`src/rtl/axi_write_data_receiver.sv`:
```
// axi_write_data_receiver
// Responder end of the AXI W channel. Accepts one burst at a time (started by `go`),
// buffers beats in a small FIFO and forwards them to a local valid/ready sink.
// WID, beat count and WLAST are checked against the burst that was started.
//
// Ports:
//   clk, reset                    single clock, synchronous active-high reset
//   go, expected_id, burst_len    burst start, captured ID and AWLEN (beats - 1)
//   done, resp                    burst finished and drained; 00 OKAY / 10 SLVERR
//   err_id, err_last_early,
//   err_last_missing              sticky error flags, cleared on the next accepted go
//   WID/WDATA/WSTRB/WLAST/WVALID  W channel inputs; WREADY output
//   out_data/out_strb/out_last    head-of-FIFO beat; out_valid/out_ready handshake
//   current_state_out             FSM state encoding (000 only right after reset)
module axi_write_data_receiver #(
    parameter int unsigned data_width = 32,
    parameter int unsigned fifo_depth = 4
) (
    input  logic                    clk,
    input  logic                    reset,
    input  logic                    go,
    input  logic [3:0]              expected_id,
    input  logic [7:0]              burst_len,
    output logic                    done,
    output logic [1:0]              resp,
    output logic                    err_id,
    output logic                    err_last_early,
    output logic                    err_last_missing,
    input  logic [3:0]              WID,
    input  logic [data_width-1:0]   WDATA,
    input  logic [data_width/8-1:0] WSTRB,
    input  logic                    WLAST,
    input  logic                    WVALID,
    output logic                    WREADY,
    output logic [data_width-1:0]   out_data,
    output logic [data_width/8-1:0] out_strb,
    output logic                    out_last,
    output logic                    out_valid,
    input  logic                    out_ready,
    output logic [2:0]              current_state_out
);

    localparam int unsigned StrbW  = data_width / 8;
    localparam int unsigned PtrW   = $clog2(fifo_depth);
    localparam int unsigned CntW   = PtrW + 1;
    localparam int unsigned EntryW = data_width + StrbW + 1;

    typedef enum logic [2:0] {
        StReset    = 3'b000,
        StIdle     = 3'b001,
        StReceive  = 3'b010,
        StDrain    = 3'b011,
        StComplete = 3'b100
    } state_e;

    state_e            state_q, state_d;
    logic [3:0]        id_q, id_d;
    logic [7:0]        len_q, len_d;
    logic [7:0]        beat_cnt_q, beat_cnt_d;
    logic              err_id_q, err_id_d;
    logic              err_early_q, err_early_d;
    logic              err_missing_q, err_missing_d;

    logic [EntryW-1:0] mem_q [fifo_depth];
    logic [PtrW-1:0]   wr_ptr_q, rd_ptr_q;
    logic [CntW-1:0]   count_q, count_d;

    logic full, push, pop, at_len, drained;

    // WREADY depends only on registered state and occupancy.
    assign full      = (count_q == CntW'(fifo_depth));
    assign WREADY    = (state_q == StReceive) && !full;
    assign out_valid = (count_q != '0);
    assign push      = WVALID && WREADY;
    assign pop       = out_valid && out_ready;
    assign at_len    = (beat_cnt_q == len_q);
    // Empty after this edge; lets done rise two cycles after the last beat at full rate.
    assign drained   = (count_q == '0) || ((count_q == CntW'(1)) && pop);

    assign {out_last, out_strb, out_data} = mem_q[rd_ptr_q];

    assign err_id            = err_id_q;
    assign err_last_early    = err_early_q;
    assign err_last_missing  = err_missing_q;
    assign current_state_out = state_q;

    always_comb begin
        count_d = count_q;
        if (push && !pop) begin
            count_d = count_q + CntW'(1);
        end else if (pop && !push) begin
            count_d = count_q - CntW'(1);
        end
    end

    always_comb begin
        state_d       = state_q;
        id_d          = id_q;
        len_d         = len_q;
        beat_cnt_d    = beat_cnt_q;
        err_id_d      = err_id_q;
        err_early_d   = err_early_q;
        err_missing_d = err_missing_q;
        done          = 1'b0;
        resp          = 2'b00;
        case (state_q)
            StReset: state_d = StIdle;
            StIdle: begin
                if (go) begin
                    id_d          = expected_id;
                    len_d         = burst_len;
                    beat_cnt_d    = '0;
                    err_id_d      = 1'b0;
                    err_early_d   = 1'b0;
                    err_missing_d = 1'b0;
                    state_d       = StReceive;
                end
            end
            StReceive: begin
                if (push) begin
                    beat_cnt_d = beat_cnt_q + 8'd1;
                    if (WID != id_q) err_id_d = 1'b1;
                    if (at_len && !WLAST) err_missing_d = 1'b1;
                    if (WLAST && !at_len) err_early_d = 1'b1;
                    if (WLAST || at_len) state_d = StDrain;
                end
            end
            StDrain: begin
                if (drained) state_d = StComplete;
            end
            StComplete: begin
                done = 1'b1;
                resp = (err_id_q || err_early_q || err_missing_q) ? 2'b10 : 2'b00;
                if (!go) state_d = StIdle;
            end
            default: state_d = StIdle;
        endcase
    end

    always_ff @(posedge clk) begin
        if (reset) begin
            state_q       <= StReset;
            id_q          <= '0;
            len_q         <= '0;
            beat_cnt_q    <= '0;
            err_id_q      <= 1'b0;
            err_early_q   <= 1'b0;
            err_missing_q <= 1'b0;
            wr_ptr_q      <= '0;
            rd_ptr_q      <= '0;
            count_q       <= '0;
        end else begin
            state_q       <= state_d;
            id_q          <= id_d;
            len_q         <= len_d;
            beat_cnt_q    <= beat_cnt_d;
            err_id_q      <= err_id_d;
            err_early_q   <= err_early_d;
            err_missing_q <= err_missing_d;
            count_q       <= count_d;
            if (push) wr_ptr_q <= wr_ptr_q + PtrW'(1);
            if (pop)  rd_ptr_q <= rd_ptr_q + PtrW'(1);
        end
    end

    // Storage needs no reset: occupancy alone decides what is valid.
    always_ff @(posedge clk) begin
        if (push) mem_q[wr_ptr_q] <= {WLAST, WSTRB, WDATA};
    end

endmodule

```
`config.mk`:
```
export PLATFORM = sky130hd
export DESIGN_NAME = axi_write_data_receiver
export DESIGN_NICKNAME = d
export VERILOG_FILES = /design/src/rtl/axi_write_data_receiver.sv
export SDC_FILE = /design/constraint.sdc
export NUM_CORES = 1
export LEC_CHECK = 0
export BUFFER_PORTS_ARGS = -buffer_cell sky130_fd_sc_hd__buf_2
export CAP_MARGIN = 20
export CORE_UTILIZATION = 61
export CTS_CLUSTER_DIAMETER = 150
export DETAILED_ROUTE_END_ITERATION = 10
export MAX_ROUTING_LAYER = met4
export PLACE_DENSITY_LB_ADDON = 0.12
export SETUP_SLACK_MARGIN = 0.2
export SYNTH_ARGS = -nofsm -noshare
export SYNTH_HDL_FRONTEND = slang
export SYNTH_SLANG_ARGS = --single-unit
```
`constraint.sdc`:
```
create_clock -name clk -period 5.7 [get_ports clk]
set_input_delay 1.14 -clock clk [delete_from_list [all_inputs] [get_ports clk]]
set_output_delay 1.14 -clock clk [all_outputs]
set_load 0.02 [all_outputs]
```
-- Word-level counts from Yosys, hierarchy flattened
Memory sizes are Yosys's and may differ from the RTL's. A register that Yosys moved wholly into a read port is not among the register bits.
Index checks and enable logic that the tools add are counted.
- add/sub/neg operators: 5
- equal/unequal tests: 16
- mux-type cells: 28
- reduce and logical (&&, ||, !) cells: 27
- operators by type and width (operator ; count):
    $mux 3 ; 7
    $mux 8 ; 2
    $pmux 8 s2 ; 1
    $pmux 3 s4 ; 1
    $reduce_and 4->1 ; 3
    $mux 1 ; 10
    $add 8x1->8 const B ; 1
    $eq 8x8->1 ; 1
    $logic_and 1x1->1 ; 8
    $mux 2 ; 4
    $ne 2x1->1 const B ; 4
    $ne 2x2->1 const B ; 4
    $eq 3x1->1 const B ; 2
    $eq 3x2->1 const B ; 2
    $eq 3x3->1 const B ; 2
    $pmux 1 s2 ; 3
    $logic_not 1->1 ; 5
    $reduce_and 5->1 ; 1
    $add 2x1->2 const B ; 2
    $logic_or 1x1->1 ; 4
    $ne 4x4->1 ; 1
    $reduce_bool 2->1 ; 2
    $add 3x1->3 const B ; 1
    $logic_not 3->1 ; 1
    4 further kinds ; 4
- bits in registers: 33
- RAM bits: 148
- output and inout bits: 48
- memories: 1
- memories (memory ; depth ; bits a word ; read ports ; clocked after Yosys merged registers in ; wr ports ; line ; source):
    mem_q ; 4 ; 37 ; 1 ; 1 ; 1 ; 64 ; logic [EntryW-1:0] mem_q [fifo_depth];

-- Depth between registers and ports, before layout
Gate-level depths: netlist of the first run.
- word-level depth: 8
- gate-level depth with buffers: 10
- depth with buffers taken out: 9

-- Worst setup path before layout of the first run
Ideal clock, no wire load.
- path kind: in2reg
- start: input port WVALID
- end: memory mem_q[0][0] (netlist name) (enable)
- arrival: 2386 ps
- data required time: 5302 ps
- slack: 2916 ps
- cell stages on the path: 2
- path through: a21boi_2 > and3_1
- cells in the longest elaborated chain, start to end: 3
- ends and longest elaborated chain (element ; line ; source):
    start: declaration ; 33 ; input logic WVALID,
    $logic_and 1x1->1 ; 74 ; assign push = WVALID && WREADY;
    $mux 1 ; 168 ; if (push) mem_q[wr_ptr_q] <= {WLAST, WSTRB, WDATA};
    $mux 1 (not written as such) ; 168 ;
    end: declaration ; 64 ;
No other way between the ends.

==> out/results.tsv, run 1 <==
stage	metric	value	unit
critical_path	startpoint_type	flip-flop	
yosys	synthCells	394	
yosys	ys_ff_latch	183	
placement	gp_congestion	0.773	
critical_path	rr_worst_depth	4	
finish	regArea	5150	um^2
pwr	p_int	2400	uW
detailed_routing	ant_nets	0	
timing	setup_violations	0	
critical_path	reg2reg_slack	3.31	ns
critical_path	required	4.56	ns
cts	cts_made_buffers	17	
global_routing	antenna_found_initial	0	
finish	syn2layout_area_growth	16.4	%
die	chipHeight	109	um
run	maxCapViolations	0	
pwr	pwr-share-clk	0.319	
detailed_routing	drt_iter0_markers	196	
pwr	p_leak	0.00288	uW
critical_path	r2r_start	count_q[0]$_SDFFE_PP0P_	
finish	final_cell_mix	148 x edfxtp_1, 104 x buf_2, 37 x mux4_2, 33 x dfxtp_1, 31 x nand2_1	
hold_path	min_to	id_q[2]$_SDFFE_PP0P_	
detailed_routing	viasPerCell	5.76	
die	core	11000	um^2
cts	clock-root-buffer	clkbuf_16	
status	status	finished clean	
critical_path	worst_r2r_endpoint	mem_q[3][36]$_DFFE_PP_	
pwr	combPwrFrac	0.209	
hold_path	whs_path_depth	2	
global_routing	grt_overflow	0	
cts	cts_tree	built	
finish	multi_input_area	1790	um^2
finish	diodes	0	
cts	htree_num_levels	4	
yosys	seq_area_frac_synth	0.731	
die	rows	38	
timing	rsz0062_at_grt	false	
yosys	ys_types	43	
global_routing	grt_pass1_vias	3827	
die	die_w	109	um
timing	fin_skew	0.0119	ns
timing	hold_viol	0	
yosys	syn_area	7040	um^2
die	ios	106	
cts	hold_buffers	0	
critical_path	crit_fanout	25	
global_routing	grt_max_degree	38	
pwr	vdd_drop_max	0.229	mV
detailed_routing	vias	3753	
yosys	syn_area_per_cell	17.9	um^2
cts	clock_sinks	183	
hold_path	hp-class	reg2reg	
critical_path	end_kind	output port	
pwr	seqPwrFrac	0.472	
cts	cts_resized	0	
critical_path	cp.arrival	2.33	ns
detailed_routing	dr.pass1.iters	4	
pwr	total_power	3320	uW
cts	clock_latency	0.42	ns
critical_path	crit_type	reg2out	
timing	setup_tns	0	ns
yosys	ys_warn_count	0	
placement	place.detailed.hpwl	7550	um
timing	post-route-period-util	0.609	
timing	fmaxAchievable	0.288	GHz
timing	drv_slew	0	
die	dieArea	12000	um^2
timing	tightest_slew	0.993	ns
timing	slew_headroom	0.338	
hold_path	worstHoldStart	id_q[2]$_SDFFE_PP0P_	
detailed_routing	drc	0	
pwr	p_sw_frac	0.275	
global_routing	grt_first_pass_wirelength	19100	um
timing	whs	0.469	ns
finish	layout_commonest_cell	edfxtp_1	
finish	fin_nets	567	
pwr	power_density	405	nW/um^2
detailed_routing	routed_wl	12300	um
die	initial_core_util	0.638	
detailed_routing	routedWlPerCell	18.9	um
placement	portBuffers	104	
yosys	async_reset_ff_frac	0	
yosys	synth_ff_type	edfxtp_1	
finish	drive_gt1_frac	0.350	
global_routing	track_usage	0.229	
cts	cts_setup_buffers	0	
yosys	synth-edff-count	148	
pwr	power_switching	914	uW
finish	fillers	677	
cts	clk_path_buf_depth	2	
yosys	syn-num-nets	462	
cts	clk_pin_slew_worst_paths	0.06	ns
timing	min_period	3.47	ns
routing by layer:
layer | part of all wire | vias up | global-route usage
met5 | 0 | - | -
met4 | 0.014 | 0 | 0.0905
met3 | 0.059 | 15 | 0.0504
met2 | 0.50 | 126 | 0.369
met1 | 0.42 | 1861 | 0.285
li1 | - | 1751 | -
cells in the mapped netlist, types with 2 or more instances:
| master | n | area share |
|---|---|---|
| a21oi_1 | 27 | 0.019 |
| and3_1 | 5 | 0.0044 |
| buf_2 | 7 | 0.0050 |
| clkbuf_1 | 10 | 0.0053 |
| dfxtp_1 | 35 | 0.10 |
| edfxtp_1 | 148 | 0.63 |
| ha_1 | 10 | 0.018 |
| inv_1 | 5 | 0.0027 |
| mux4_2 | 37 | 0.12 |
| nand2_1 | 31 | 0.017 |
| nand3_1 | 4 | 0.0028 |
| nand4_1 | 3 | 0.0027 |
| nor2_1 | 15 | 0.0080 |
| nor4_1 | 2 | 0.0018 |
| o21ai_0 | 6 | 0.0043 |
| or3_1 | 6 | 0.0053 |
| xnor2_1 | 4 | 0.0050 |
| xor2_1 | 14 | 0.017 |
critical path, stage by stage, from the launching register on:
cell and delay [ns]:
dfxtp_2 0.61, buf_4 0.53, mux4_2 0.60, buf_2 0.18
registers in the layout, summed over array words and instances, names as in the netlist, named ones only:
register	cells
current_state_out	3
rd_ptr_q	2
err_last_missing	1
err_last_early	1
count_q	3
len_q	8
wr_ptr_q	2
err_id	1
id_q	4
beat_cnt_q	8
mem_q	148
final cells by class:
cell class	count	area share
Inverter	5	0.00229
Sequential cell	183	0.628
Timing Repair Buffer	105	0.0644
Clock inverter	13	0.0130
Multi-Input combinational cell	187	0.218
Clock buffer	18	0.0524
Tap cell	140	0.0214
how the worst max path moves through the flow:
stage / from / end / slack, ns / depth (start not counted)
after floorplan: WVALID / mem_q[0][0]$_DFFE_PP_ / 2.92 / 2
after global placement: flip-flop / out_strb[1] / 2.61 / 3
after detailed placement: flip-flop / out_strb[2] / 2.59 / 3
after CTS: flip-flop / out_strb[1] / 2.13 / 3
after global routing: flip-flop / out_strb[1] / 2.04 / 3
final: flip-flop / out_strb[1] / 2.23 / 3
cells by family (layout without fill, tap and decap cells):
| kind of cell | after synthesis | after routing | synth area share |
|---|---|---|---|
| DFF | 183 | 183 | 0.731 |
| and+or+nand+nor | 76 | 76 | 0.0549 |
| AOI/OAI and AO/OA | 44 | 44 | 0.0380 |
| muxes | 38 | 38 | 0.120 |
| buffers and inverters | 24 | 141 | 0.0156 |
| xor gates and xnor gates | 18 | 18 | 0.0224 |
| adders and majority gates | 10 | 10 | 0.0178 |
| other | 1 | 1 | 0.000533 |
per-stage QoR:
stage / std cells / util / setup slack (ns) / area, um^2
CTS: 651 / 0.743 / 2.13 / 8190
global route: 651 / 0.743 / 2.04 / 8190
finish: 651 / 0.743 / 2.23 / 8190
detailed placement: 620 / 0.694 / 2.59 / 7660
global placement: 620 / 0.694 / 2.61 / 7660
floorplan: 394 / - / 2.92 / 7040
power groups by stage:
stage / Sequential (uW) / Combinational (uW) / Clock [uW]
after floorplan: 1550 / 550 / 0
after global placement: 1590 / 687 / 0
after detailed placement: 1600 / 700 / 0
after CTS: 1570 / 706 / 1070
after global routing: 1580 / 754 / 1130
final: 1570 / 694 / 1060
Note: power is estimated with default switching activity, not from simulation.
==> run 2: changes to the inputs <==
CORE_UTILIZATION = 51   (was 61)
clock period = 3.1 ns   (was 5.7 ns; I/O delays follow)
==> out/results.tsv, run 2 (same netlist as run 1, synthesis figures left out) <==
stage	metric	value	unit	change
timing	drv_slew	0		unchanged
finish	regMostFlops	mem_q		
critical_path	worst_r2r_endpoint	count_q[2]$_SDFFE_PP0P_		
global_routing	busiest_layer	met2		
pwr	vdd_drop_max	0.383	mV	+67%
die	die_w	119	um	+9.2%
timing	hold_viol	0		unchanged
detailed_routing	routed_wl	12900	um	+4.8%
critical_path	crit_type	reg2out		
finish	largest_register_ffs	148		unchanged
die	ios	106		unchanged
finish	layout_commonest_cell	edfxtp_1		
cts	clock_sinks	183		unchanged
die	chipHeight	119	um	+9.2%
detailed_routing	ant_nets	0		unchanged
status	status	finished clean		
finish	fillers	986		+46%
timing	post-route-period-util	0.792		
global_routing	grt_max_degree	38		unchanged
finish	fin_nets	573		+1.1%
cts	hold_buffers	0		unchanged
finish	drive_gt1_frac	0.363		+0.0126
timing	tightest_slew	0.604	ns	-0.388 ns
die	core	13300	um^2	+21%
pwr	combPwrFrac	0.215		+0.006
timing	fin_skew	0.00665	ns	-0.00521 ns
placement	gp_congestion	0.816		+5.6%
timing	setup_tns	0	ns	unchanged
global_routing	met3_usage	0.0503		-0.0000979
cts	clock-root-buffer	clkbuf_16		
finish	final_cell_mix	148 x edfxtp_1, 104 x buf_2, 37 x mux4_2, 33 x dfxtp_1, 31 x nand2_1		
hold_path	whs_path_depth	1		-1
cts	cts_tree	built		
cts	cts_resized	0		unchanged
global_routing	grt_overflow	0		unchanged
global_routing	grt_first_pass_wirelength	20600	um	+8.1%
hold_path	min_to	mem_q[1][13]$_DFFE_PP_		
global_routing	track_usage	0.202		-0.0271
timing	slew_headroom	0.597		+0.259
timing	min_period	2.46	ns	
cts	cts_made_buffers	17		unchanged
detailed_routing	vias	3785		+0.85%
pwr	p_sw_frac	0.267		-0.00825
critical_path	rr_worst_depth	7		+3
cts	cts_setup_buffers	0		unchanged
detailed_routing	drc	0		unchanged
hold_path	hp-class	in2reg		
pwr	power_switching	1710	uW	+87%
detailed_routing	viasPerCell	5.45		-5.5%
critical_path	startpoint_type	flip-flop		
global_routing	met1_usage	0.252		-0.0335
run	maxCapViolations	0		unchanged
cts	htree_num_levels	4		unchanged
hold_path	worstHoldStart	WDATA[13]		
pwr	pwr-share-clk	0.346		+0.027
global_routing	antenna_found_initial	1		+1
pwr	p_leak	0.00296	uW	+2.9%
global_routing	grt_pass1_vias	3891		+1.7%
pwr	p_int	4690	uW	+95%
placement	portBuffers	104		unchanged
critical_path	reg2reg_slack	0.77	ns	-2.54 ns
timing	fmaxAchievable	0.407	GHz	
finish	reg_top3	mem_q (148), beat_cnt_q (8), len_q (8)		
critical_path	end_kind	output port		
pwr	seqPwrFrac	0.440		-0.032
die	dieArea	14300	um^2	+19%
cts	clk_path_buf_depth	2		unchanged
cts	clock_latency	0.42	ns	about the same
detailed_routing	routedWlPerCell	18.6	um	-1.8%
placement	place.detailed.hpwl	8230	um	+9.1%
cts	clk_pin_slew_worst_paths	0.06	ns	about the same
timing	rsz0062_at_grt	false		
finish	syn2layout_area_growth	19.7	%	
critical_path	crit_fanout	37		+48%
pwr	total_power	6400	uW	+93%
global_routing	gr-usage-met2	0.318		-0.0517
pwr	power_density	760	nW/um^2	+88%
die	rows	42		+11%
die	initial_core_util	0.527		-0.111
detailed_routing	drt_iter0_markers	312		+59%
detailed_routing	dr.pass1.iters	4		unchanged
critical_path	required	2.48	ns	-2.08 ns
critical_path	cp.arrival	1.84	ns	-0.49 ns
critical_path	r2r_start	count_q[0]$_SDFFE_PP0P_		
timing	setup_violations	0		unchanged
==> run 2: how the worst max path moves through the flow <==
stage	to	startpoint	cells after the start	slack, ns
global route	out_data[31]	flip-flop	3	0.58
detailed placement	count_q[2]$_SDFFE_PP0P_	count_q[0]$_SDFFE_PP0P_	7	0.78
CTS	out_data[31]	flip-flop	3	0.60
global placement	count_q[2]$_SDFFE_PP0P_	WVALID	6	0.89
floorplan	mem_q[0][0]$_DFFE_PP_	count_q[0]$_SDFFE_PP0P_	4	0.78
finish	out_data[31]	flip-flop	3	0.64
==> run 2: metrics by stage <==
step	hold WS [ns]	cells	worst slack, ns	instance area [um^2]	utilization
2_1_floorplan	0.448	394	0.781	7040	-
3_3_place_gp	0.457	662	0.894	7810	0.585
3_5_place_dp	0.463	662	0.779	7810	0.585
4_1_cts	0.388	694	0.604	8420	0.631
5_1_grt	0.395	695	0.576	8420	0.631
6_report	0.409	695	0.644	8420	0.631
==> run 2: worst max-delay path, stage by stage, from the launching register on <==
cell     delay [ns]
dfxtp_2        0.34
buf_12         0.27
mux4_2         0.58
buf_2          0.18
==> run 2: area by class of cell <==
type,count,area (um^2),share of cell area
flip-flops and latches,183,5150,0.611
repair buffers,111,636,0.0754
inverters,5,18.8,0.00223
clock buffers,18,429,0.0509
multi-input cells,187,1790,0.212
well taps,176,220,0.0261
clock inverters,14,181,0.0215
diodes,1,2.50,0.000297
==> run 2: power groups by stage <==
stage	logic (uW)	clock network (uW)	registers, uW
finish	1380	2210	2820
global route	1490	2340	2830
CTS	1410	2250	2820
detailed placement	1400	0	2870
global placement	1390	0	2860
floorplan	1010	0	2850
==> run 2: routing by layer <==
layer | wire (um) | vias to the layer above
li1 | - | 1762
met4 | 193 | 0
met5 | 0 | -
met2 | 6440 | 104
met3 | 622 | 17
met1 | 5660 | 1902
==> run 3: changes to the inputs <==
ABC_AREA = 1   (was unset)
CORE_UTILIZATION = 57   (was 51)
clock period = 2.38 ns   (was 3.1 ns; I/O delays follow)
==> out/results.tsv, run 3 <==
stage	metric	value	unit	change
pwr	power_density	1030	nW/um^2	+35%
critical_path	crit_type	reg2out		
yosys	synthCells	599		+52%
die	ios	106		unchanged
cts	clock_sinks	183		unchanged
finish	fin_nets	783		+37%
critical_path	cp_num_buf_inv	2		unchanged
global_routing	grt_pass1_vias	4507		+16%
timing	min_period	2.11	ns	
pwr	vdd_drop_max	0.522	mV	+36%
timing	drv_slew	0		unchanged
critical_path	startpoint_type	flip-flop		
yosys	ys_warn_count	0		unchanged
detailed_routing	drt-met1-wl	6380	um	+13%
detailed_routing	drt_iter0_markers	360		+15%
placement	portBuffers	104		unchanged
critical_path	end_kind	output port		
detailed_routing	dr_wl_met2	7080	um	+9.9%
critical_path	crit_family	buffers and inverters		
finish	syn2layout_area_growth	20.8	%	
finish	reg_top3	mem_q (148), beat_cnt_q (8), len_q (8)		
finish	fin_util	0.714		+0.0827
pwr	power_switching	2800	uW	+64%
global_routing	grt_overflow	0		unchanged
global_routing	grt_max_degree	47		+24%
timing	fmaxAchievable	0.473	GHz	
yosys	synth-edff-count	148		unchanged
timing	rsz0062_at_grt	true		
detailed_routing	drc	0		unchanged
yosys	ys_ff_latch	183		unchanged
status	status	finished clean		
pwr	p_sw_frac	0.314		+0.0471
detailed_routing	dr.pass1.iters	5		+1
detailed_routing	wl_met3	757	um	+22%
critical_path	reg2reg_slack	0.37	ns	-0.40 ns
timing	tightest_slew	0.561	ns	-0.0439 ns
yosys	synth_common_cells	148 x edfxtp_1, 114 x nor2_1, 94 x o21ai_0, 37 x o22ai_1, 36 x nand2_1		
yosys	synth.most_common_cell	edfxtp_1		
cts	clk_pin_slew_worst_paths	0.06	ns	about the same
run	maxCapViolations	0		unchanged
die	initial_core_util	0.591		+0.0638
pwr	p_leak	0.00324	uW	+9.5%
die	rows	40		-4.8%
global_routing	track_usage	0.236		+0.0343
timing	whs	0.264	ns	-0.145 ns
finish	multi_input_area	1820	um^2	+1.8%
yosys	yosys.area.top_type	edfxtp_1		
pwr	seqPwrFrac	0.430		-0.010
critical_path	crit_end	out_data[30]		
timing	slew_headroom	0.626		+0.0289
timing	post-route-period-util	0.888		
critical_path	crit_chain	buf_12 > o21ai_0 > o22ai_1 > buf_2		
critical_path	crit_fanout	34		-8.1%
timing	setup_violations	0		unchanged
cts	htree_num_levels	4		unchanged
timing	hold_viol	0		unchanged
yosys	synth_ff_type	edfxtp_1		
cts	cts_made_buffers	17		unchanged
cts	cts_tree	built		
yosys	syn-num-nets	667		+44%
yosys	syn_area_per_cell	12.0	um^2	-33%
hold_path	hp-class	in2reg		
critical_path	crit_cells	4		+1
finish	drive_gt1_frac	0.231		-0.132
detailed_routing	routedWlPerCell	16.1	um	-14%
yosys	async_reset_ff_frac	0		unchanged
pwr	p_int	6100	uW	+30%
timing	setup_slack	0.266	ns	-0.378 ns
detailed_routing	vias	4821		+27%
placement	gp_congestion	0.827		+1.4%
yosys	synth.top_cell.area_share	0.618		-0.0132
critical_path	worst_r2r_endpoint	count_q[2]$_SDFFE_PP0P_		
critical_path	required	1.90	ns	-0.58 ns
pwr	pwr-share-clk	0.297		-0.049
detailed_routing	ant_nets	0		unchanged
global_routing	grt_first_pass_wirelength	22300	um	+8.4%
critical_path	r2r_start	count_q[0]$_SDFFE_PP0P_		
placement	place.detailed.hpwl	8620	um	+4.7%
critical_path	critPathSlowestCell	dfxtp_4		
die	chipHeight	114	um	-4.3%
yosys	synth_area_leaders	edfxtp_1 62%, dfxtp_1 9.7%, o21ai_0 6.5%		
finish	final_cell_mix	148 x edfxtp_1, 110 x nor2_1, 102 x buf_2, 94 x o21ai_0, 37 x o22ai_1		
finish	regArea	5150	um^2	about the same
yosys	syn_area	7190	um^2	+2.1%
cts	clk_path_buf_depth	2		unchanged
timing	fin_skew	0.00675	ns	+0.000100 ns
cts	clock_latency	0.43	ns	about the same
die	core	12200	um^2	-8.9%
die	die_w	114	um	-4.3%
finish	layout_commonest_cell	edfxtp_1		
critical_path	critPathMaxStageDelay	0.41	ns	-0.17 ns
finish	fillers	876		-11%
finish	largest_register_ffs	148		unchanged
detailed_routing	viasPerCell	5.37		-1.3%
pwr	total_power	8900	uW	+39%
yosys	ys_types	30		-30%
global_routing	antenna_found_initial	1		unchanged
finish	regMostFlops	mem_q		
placement	place_ws	0.273	ns	-0.506 ns
critical_path	rr_worst_depth	12		+5
pwr	combPwrFrac	0.273		+0.058
detailed_routing	routed.top_layer	met4		
detailed_routing	routed_wl	14400	um	+11%
yosys	seq_area_frac_synth	0.716		-0.0153
die	dieArea	13100	um^2	-8.5%
critical_path	cp.arrival	1.64	ns	-0.20 ns
cts	clock-root-buffer	clkbuf_16		
-- run 3: timing repair --
action / in CTS / in global routing
hold buffers: 0 / 0
setup buffers: 0 / 3
resized for setup: 7 / 15
pin swaps: 0 / 2
setup endpoints to repair: 21 / 23
cloned: 0 / 2
-- run 3: worst register-to-register path, stage by stage (launching register included) --
cell and delay [ns]:
dfxtp_1 0.36, inv_1 0.10, ha_1 0.22, nand2_1 0.07
inv_1 0.06, nor2_4 0.13, nand2_4 0.15, inv_1 0.11
ha_1 0.28, nor2_1 0.11, o21ai_0 0.10, o21ai_0 0.15
a21oi_1 0.05
-- run 3: worst min path at each step --
stage | slack (ns) | depth (start not counted) | start | end
after floorplan | 0.44 | 1 | beat_cnt_q[7]$_SDFFE_PP0P_ | beat_cnt_q[7]$_SDFFE_PP0P_
after global placement | 0.45 | 1 | rd_ptr_q[0]$_SDFFE_PP0P_ | rd_ptr_q[0]$_SDFFE_PP0P_
after detailed placement | 0.46 | 2 | err_last_early$_SDFFE_PP0P_ | err_last_early$_SDFFE_PP0P_
after CTS | 0.25 | 1 | WDATA[10] | mem_q[3][10]$_DFFE_PP_
after global routing | 0.25 | 1 | WDATA[22] | mem_q[1][22]$_DFFE_PP_
final | 0.26 | 1 | WDATA[10] | mem_q[3][10]$_DFFE_PP_
-- run 3: per-layer routing --
metal,GRT usage,vias up
met5,-,-
met4,0.0823,0
met3,0.0545,14
met2,0.383,153
met1,0.293,2292
li1,-,2362
-- run 3: power by group through the flow --
stage	clock network, uW	logic, uW	registers, uW
finish	2650	2430	3820
floorplan	0	1540	3880
detailed placement	0	2300	3870
global placement	0	2240	3860
global route	2800	2670	3850
CTS	2670	2330	3810
-- run 3: metrics by stage --
step / std cells / area, um^2 / setup TNS, ns
final: 897 / 8680 / 0
after global routing: 897 / 8680 / 0
after CTS: 891 / 8550 / 0
after detailed placement: 859 / 7980 / 0
after global placement: 859 / 7980 / 0
after floorplan: 599 / 7200 / -19.35
-- run 3: final cells by class --
type / count / area share
sequential: 183 / 0.593
clock buffer: 27 / 0.0545
clock inverter: 5 / 0.00865
antenna: 1 / 0.000288
inverter: 37 / 0.0166
tap: 168 / 0.0242
timing repair buffer: 124 / 0.0928
multi-input combinational: 352 / 0.210
-- run 3: cell families after synthesis --
| kind of cell | Yosys count | share of synthesized area |
|---|---|---|
| other cells | 1 | 0.000522 |
| flops | 183 | 0.716 |
| simple gates | 176 | 0.101 |
| xor+xnor | 11 | 0.0134 |
| compound gates | 154 | 0.116 |
| buf+inv | 64 | 0.0359 |
| fa+ha+maj | 10 | 0.0174 |
